<file path="config.mk">
export PLATFORM = sky130hd
export DESIGN_NAME = weight_rotator
export DESIGN_NICKNAME = d
export VERILOG_FILES = /design/src/rtl/weight_rotator.sv
export SDC_FILE = /design/constraint.sdc
export NUM_CORES = 1
export LEC_CHECK = 0
export CAP_MARGIN = 40
export CORE_MARGIN = 2
export CORE_UTILIZATION = 25
export DETAILED_ROUTE_END_ITERATION = 12
export SLEW_MARGIN = 20
export SYNTH_ARGS = -nofsm -noshare
export SYNTH_HDL_FRONTEND = slang
export SYNTH_SLANG_ARGS = --single-unit
</file>
<file path="constraint.sdc">
create_clock -name clk -period 5.75 [get_ports clk]
set_clock_uncertainty 0.2 [all_clocks]
set_input_delay 0.8625 -clock clk [delete_from_list [all_inputs] [get_ports clk]]
set_output_delay 0.8625 -clock clk [all_outputs]
set_load 0.1 [all_outputs]
</file>
<file path="src/rtl/weight_rotator.sv">
// weight_rotator: loads a block of weight words into an external RAM, then
// streams that block back a configurable number of times over a valid/ready
// output. Tags for valid and last travel alongside the RAM read pipeline.
`ifndef K_BITS
`define K_BITS 8
`endif
`ifndef RAM_WEIGHTS_DEPTH
`define RAM_WEIGHTS_DEPTH 16
`endif
`ifndef DELAY_W_RAM
`define DELAY_W_RAM 2
`endif

module weight_rotator #(
  parameter int unsigned WIDTH      = `K_BITS,
  parameter int unsigned DEPTH      = `RAM_WEIGHTS_DEPTH,
  parameter int unsigned LATENCY    = `DELAY_W_RAM,
  parameter int unsigned ADDR_WIDTH = $clog2(DEPTH),
  parameter int unsigned CNT_W      = 16
) (
  input  logic                  clk,
  input  logic                  rst,
  input  logic [CNT_W-1:0]      cfg_len,
  input  logic [CNT_W-1:0]      cfg_reps,
  input  logic                  cfg_valid,
  output logic                  cfg_ready,
  input  logic [WIDTH-1:0]      s_data,
  input  logic                  s_valid,
  output logic                  s_ready,
  input  logic                  s_last,
  output logic [WIDTH-1:0]      m_data,
  output logic                  m_valid,
  input  logic                  m_ready,
  output logic                  m_last,
  output logic                  done,
  output logic                  err,
  output logic                  ram_en,
  output logic                  ram_we,
  output logic [ADDR_WIDTH-1:0] ram_addr,
  output logic [WIDTH-1:0]      ram_di,
  input  logic [WIDTH-1:0]      ram_dout
);

  typedef enum logic [1:0] {IDLE, FILL, READ, DRAIN} state_t;

  state_t             state_q, state_n;
  logic [CNT_W-1:0]   len_q, reps_q, wcnt_q, eff_len_q, raddr_q, pass_q;
  logic [LATENCY-1:0] vld_q, last_q;

  logic adv, pipe_empty, fill_at_len, fill_end, read_last_addr, final_issue, issue;

  assign m_valid        = vld_q[LATENCY-1];
  assign m_last         = last_q[LATENCY-1];
  assign m_data         = ram_dout;
  assign adv            = ~m_valid | m_ready;
  assign pipe_empty     = (vld_q == '0);
  assign fill_at_len    = (wcnt_q == len_q - CNT_W'(1));
  assign fill_end       = s_valid & (fill_at_len | s_last);
  assign read_last_addr = (raddr_q == eff_len_q - CNT_W'(1));
  assign final_issue    = read_last_addr & (pass_q == reps_q - CNT_W'(1));

  // State register
  always_ff @(posedge clk) begin
    if (rst) state_q <= IDLE;
    else     state_q <= state_n;
  end

  // Next-state and RAM/handshake control
  always_comb begin
    state_n   = state_q;
    cfg_ready = 1'b0;
    s_ready   = 1'b0;
    ram_en    = 1'b0;
    ram_we    = 1'b0;
    ram_addr  = '0;
    ram_di    = '0;
    issue     = 1'b0;
    case (state_q)
      IDLE: begin
        cfg_ready = 1'b1;
        if (cfg_valid && cfg_len != '0) state_n = FILL;
      end
      FILL: begin
        s_ready  = 1'b1;
        ram_en   = 1'b1;
        ram_we   = s_valid;
        ram_addr = ADDR_WIDTH'(wcnt_q);
        ram_di   = s_data;
        if (fill_end) state_n = (reps_q == '0) ? DRAIN : READ;
      end
      READ: begin
        ram_en   = adv;
        ram_addr = ADDR_WIDTH'(raddr_q);
        issue    = adv;
        if (adv && final_issue) state_n = DRAIN;
      end
      DRAIN: begin
        // keep the RAM pipeline moving so in-flight words reach the output
        ram_en   = adv;
        ram_addr = ADDR_WIDTH'(raddr_q);
        if (pipe_empty) state_n = IDLE;
      end
      default: state_n = IDLE;
    endcase
  end

  // Job counters, status flags and the valid/last tag pipeline
  always_ff @(posedge clk) begin
    if (rst) begin
      len_q     <= '0;
      reps_q    <= '0;
      wcnt_q    <= '0;
      eff_len_q <= '0;
      raddr_q   <= '0;
      pass_q    <= '0;
      vld_q     <= '0;
      last_q    <= '0;
      done      <= 1'b0;
      err       <= 1'b0;
    end else begin
      done <= 1'b0;
      case (state_q)
        IDLE: begin
          if (cfg_valid) begin
            len_q  <= (cfg_len > CNT_W'(DEPTH)) ? CNT_W'(DEPTH) : cfg_len;
            reps_q <= cfg_reps;
            wcnt_q <= '0;
            if (cfg_len > CNT_W'(DEPTH)) err  <= 1'b1;
            if (cfg_len == '0)           done <= 1'b1;
          end
        end
        FILL: begin
          if (s_valid) begin
            wcnt_q <= wcnt_q + CNT_W'(1);
            // s_last must coincide exactly with the final expected beat
            if (s_last != fill_at_len) err <= 1'b1;
            if (fill_end) begin
              eff_len_q <= wcnt_q + CNT_W'(1);
              raddr_q   <= '0;
              pass_q    <= '0;
            end
          end
        end
        READ: begin
          if (issue) begin
            if (read_last_addr) begin
              raddr_q <= '0;
              pass_q  <= pass_q + CNT_W'(1);
            end else begin
              raddr_q <= raddr_q + CNT_W'(1);
            end
          end
        end
        DRAIN: begin
          if (pipe_empty) done <= 1'b1;
        end
        default: ;
      endcase
      if (adv && (state_q == READ || state_q == DRAIN)) begin
        for (int i = LATENCY - 1; i > 0; i--) begin
          vld_q[i]  <= vld_q[i-1];
          last_q[i] <= last_q[i-1];
        end
        vld_q[0]  <= issue;
        last_q[0] <= issue & read_last_addr;
      end
    end
  end

endmodule

</file>
### Word-level counts from Yosys, hierarchy flattened

Cells that the tools add are included.

| cells by class | value |
|---|---|
| add/subtract/negate cells | 6 |
| $mul | 0 |
| div/mod/pow operators | 0 |
| magnitude comparators | 1 |
| equal/unequal tests | 17 |
| shift-type cells | 0 |
| muxes and demuxes | 34 |
| bitwise operators | 6 |
| reduce and logical (&&, ||, !) cells | 19 |

Operator list:

| cell | count |
|---|---|
| $mux 16 | 9 |
| $pmux 16 s2 | 3 |
| $add 16x1->16 const B | 3 |
| $eq 16x16->1 | 3 |
| $sub 16x1->16 const B | 3 |
| $logic_not 16->1 | 2 |
| $ne 2x2->1 const B | 10 |
| $gt 16x5->1 const B | 1 |
| $reduce_bool 16->1 | 1 |
| $mux 1 | 12 |
| $reduce_and 5->1 | 2 |
| $mux 2 | 4 |
| $mux 8 | 1 |
| $pmux 2 s4 | 1 |
| $pmux 4 s2 | 1 |
| $reduce_and 4->1 | 2 |
| $pmux 1 s2 | 3 |
| $reduce_and 3->1 | 2 |
| $eq 2x2->1 const B | 2 |
| $logic_not 2->1 | 2 |
| $reduce_bool 2->1 | 2 |
| $and 1x1->1 | 3 |
| $logic_and 1x1->1 | 3 |
| $eq 2x1->1 const B | 1 |
| other kinds (6) | 7 |

| word-level totals | value |
|---|---|
| flip-flop bits (word level) | 104 |
| bits in latches | 0 |
| bits in writable memories | 0 |
| ROM bits | 0 |
| input port bits | 54 |
| memories | 0 |

### Longest topological paths before layout

| logic depth | value |
|---|---|
| depth in word-level cells | 7 |
| gate-level depth with buffers | 17 |

### Worst setup path before layout

Ideal clock, no wire load.

| timing | value |
|---|---|
| kind | register -> output |
| start point | register state_q[1] |
| end point | output port ram_addr[0] |
| arrival | 3.157 ns |
| slack | 1.530 ns |
| stages on the path, launching flop included | 7 |
| buffers on the path | 2 |
| cell sequence | dfxtp_1 > inv_1 > ha_1 > clkbuf_1 > clkbuf_1 > a22oi_1 > nor2_1 |

| on the way | value |
|---|---|
| longest elaborated chain between the ends | 3 |

RTL lines:

| element | line | RTL |
|---|---|---|
| start, declared | 46 | `state_t state_q, state_n;` |
| start signal, assigned | 65 | `else state_q <= state_n;` |
| $eq 2x2->1 | 78 | `case (state_q)` |
| $reduce_or 2->1 (no source line) | -- |  |
| $pmux 4 s2 * | 78 |  |
| end, declared | 39 | `output logic [ADDR_WIDTH-1:0] ram_addr,` |

Every way passes the cells marked *; elsewhere a longest branch is shown, timed or not.

### Final worst setup path

| timing | value |
|---|---|
| start point | register len_q[0] |
| end point | register raddr_q[15] |

| on the way | value |
|---|---|
| longest elaborated chain between the ends | 6 |

RTL lines:

| element | line | RTL |
|---|---|---|
| start, declared | 47 | `logic [CNT_W-1:0] len_q, reps_q, wcnt_q, eff_len_q, raddr_q, pass_q;` |
| start signal, assigned | 125 | `len_q <= (cfg_len > CNT_W'(DEPTH)) ? CNT_W'(DEPTH) : cfg_len;` |
| $sub 16x1->16 | 57 | `assign fill_at_len = (wcnt_q == len_q - CNT_W'(1));` |
| $eq 16x16->1 | 57 |  |
| $or 1x1->1 | 58 | `assign fill_end = s_valid & (fill_at_len \| s_last);` |
| $and 1x1->1 | 58 |  |
| $ne 2x2->1 (no source line) | -- |  |
| $reduce_and 4->1 (no source line) | -- |  |
| end signal, assigned | 150 | `raddr_q <= raddr_q + CNT_W'(1);` |
| end, declared | 47 |  |

No other way between the ends.
A chain may end at the register's enable or synchronous reset.

==> flow_summary.ini <==
[die]
core.rowCount = 59
die_w_um = 167
fp.coreArea_um2 = 26000
ios = 82
die_h_um = 167
start_util = 0.254
die-area_um2 = 27700

[yosys]
synth_top_area_cell = dfxtp_1
ys_ff_latch = 104
synthArstFlopShare = 0
synthTopCellsByArea = dfxtp_1, nand2_1, nor2_1, xnor2_1, xor2_1
synth_top_area_frac = 0.315
synth-edff-count = 0
synthCells = 872
yosysUniqueCellTypes = 66
syn-cell-area_um2 = 6610
ys.flop_type = dfxtp_1
avgSynthCellArea_um2 = 7.58
yosys_warnings = 0
ys_seq_area_frac = 0.315
syn_nets = 937

[grt]
antenna_found_initial = 0
grt_remaining_overflow = 0
use_met1 = 0.176
grt_pass1_vias = 5793
grt_max_degree = 50
top_usage_layer = met2
met2_usage = 0.199
gr-usage-met3 = 0.0173
track_usage = 0.126
grt_pass1_wl_mm = 29.2

[finish]
syn2layout_area_growth_pct = 22.6
nets = 977
multiInputGateArea_um2 = 4130
ff_latch_area_um2 = 2080
fill_cells = 2781
final_util = 0.312
final_common_cell = nand2_1
drive_gt1_frac = 0.0643
mostFrequentLayoutCells = nand2_1, dfxtp_1, nor2_1
final_cells = 1253

[detailed_routing]
ant_nets = 0
drc = 0
drt_first_pass_iters = 5
initialDrtViolationCount = 343
viasPerCell = 5.00
via_count = 6260
wire_per_inst_um = 14.1
wl_mm = 17.6

[sta]
finalHoldViolations = 0
holdWs_ns = 0.268
fin_crit_sh = 0.781
slew_viol_final = 0
worstMarginPinSlew_ns = 0.896
finalSetupTns_ns = 0
setup-violations-final = 0
period_needed_ns = 4.49
rsz0062_at_grt = no
relSlewSlack = 0.397
clock.fmax_mhz = 223

[setup_path]
crit_path_end_kind = flip-flop
cp_data_required_time_ns = 5.79
critPathKind = reg -> reg
crit_slowest_cell = nor3b_1
cp_num_buf_inv = 2
crit_fanout = 14
critical-path-top-delay-family = simple AND/OR/NAND/NOR gates
max_stage_delay_ns = 0.44
arrival_ns = 4.54
path_cells = inv_1 -> ha_1 -> nor3b_1 -> nand3_1 -> nor2_1 -> nand2_1 -> xor2_1 -> o21ai_0 -> nand4_1 -> ha_1 -> o21ai_0 -> nand3_1 -> nor2_1 -> buf_4 -> nand2_1 -> o311ai_0
worstSetupStartpointType = flip-flop

[pwr]
max-vdd-ir-drop_mv = 0.291
total_power_mw = 2.58
p_leak_nw = 2.79
power_density_nw_per_um2 = 319

[clock_network]
clkSlewWorstSetupHoldPaths_ns = 0.07
root_buffer = clkbuf_16
hold_buffers = 0
htree_num_levels = 3
tritoncts = built
clk_latency_ns = 0.36
cts_resized = 0
clockBufferDepth = 2
cts.sinks = 104
cts_made_buffers = 9
post_cts_buffers = 0

[placement]
numPortBuffers = 65
place_inst = 1233
dp_hpwl_mm = 13.0
place_congestion = 0.803

[status]
status = finished, final reports clean

[min_path]
hold_class = reg -> reg

[job]
maxCapViolCount = 0
## power breakdown
group | internal [mW] | switching (mW)
Combinational | 0.426 | 0.672
Clock | 0.340 | 0.295
Sequential | 0.769 | 0.0795
Total | 1.54 | 1.05
## worst reg2reg max path, delay by kind of cell, from the launching register on
family / cells / cell delay, ns
fa+ha+maj: 2 / 0.45
buf+inv: 2 / 0.29
xor+xnor: 1 / 0.16
flops: 1 / 0.36
simple gates: 8 / 1.98
compound gates: 3 / 0.96
## area by class of cell
type / instances / area share
diodes: 1 / 0.000309
multi-input cells: 675 / 0.510
well taps: 335 / 0.0518
clock buffers: 10 / 0.0283
repair buffers: 96 / 0.132
clock inverters: 6 / 0.00850
flip-flops and latches: 104 / 0.257
inverters: 26 / 0.0121
## per-stage QoR
stage               worst slack [ns]  instance area, um^2
finish                          1.26                 8100
floorplan                       1.53                 6610
detailed placement              1.32                 7750
global route                   0.771                 8090
CTS                             1.31                 8040
global placement                1.48                 7430
## flip-flops by register name (all words and copies together) (netlist names)
register / cells
done: 1
eff_len_q: 16
err: 1
last_q: 2
len_q: 16
pass_q: 16
raddr_q: 16
reps_q: 16
state_q: 2
vld_q: 2
wcnt_q: 16
## worst paths after layout
| check | from | end | slack (ns) | cells after the start |
|---|---|---|---|---|
| max | len_q[0]$_SDFFE_PP0P_ | raddr_q[15]$_SDFFE_PP0P_ | 1.26 | 16 |
| min | last_q[0]$_SDFFE_PP0P_ | last_q[1]$_SDFFE_PP0P_ | 0.27 | 2 |
| max reg2reg | len_q[0]$_SDFFE_PP0P_ | raddr_q[15]$_SDFFE_PP0P_ | 1.26 | 16 |
| min reg2reg | last_q[0]$_SDFFE_PP0P_ | last_q[1]$_SDFFE_PP0P_ | 0.27 | 2 |
## routing by layer
metal / vias up / part of all wire
met5: - / 0
met3: 23 / 0.034
met1: 2941 / 0.51
met2: 115 / 0.44
li1: 3181 / -
met4: 0 / 0.017
## cell usage after synthesis, drive strengths merged, types with 9 or more instances
master	count
a211oi	17
a21oi	54
a22oi	9
and2	22
and3	10
buf	16
clkbuf	51
dfxtp	104
ha	11
inv	26
mux2i	16
nand2	108
nand3	37
nand4	16
nor2	84
nor3	36
nor4	14
o21ai	28
o311ai	11
o31ai	9
or3	25
xnor2	36
xor2	32
## logic make-up (layout without fill, tap and decap cells)
kind of cell    Yosys count  in the layout  share of synthesized area
compound gates          178            178                      0.180
xor+xnor                 69             69                     0.0936
fa+ha+maj                11             11                     0.0208
buf+inv                  93            138                     0.0598
flops                   104            104                      0.315
mux                      16             16                     0.0242
other cells               0              1                          0
simple gates            401            401                      0.306
Power figures use the tool's default switching activity.
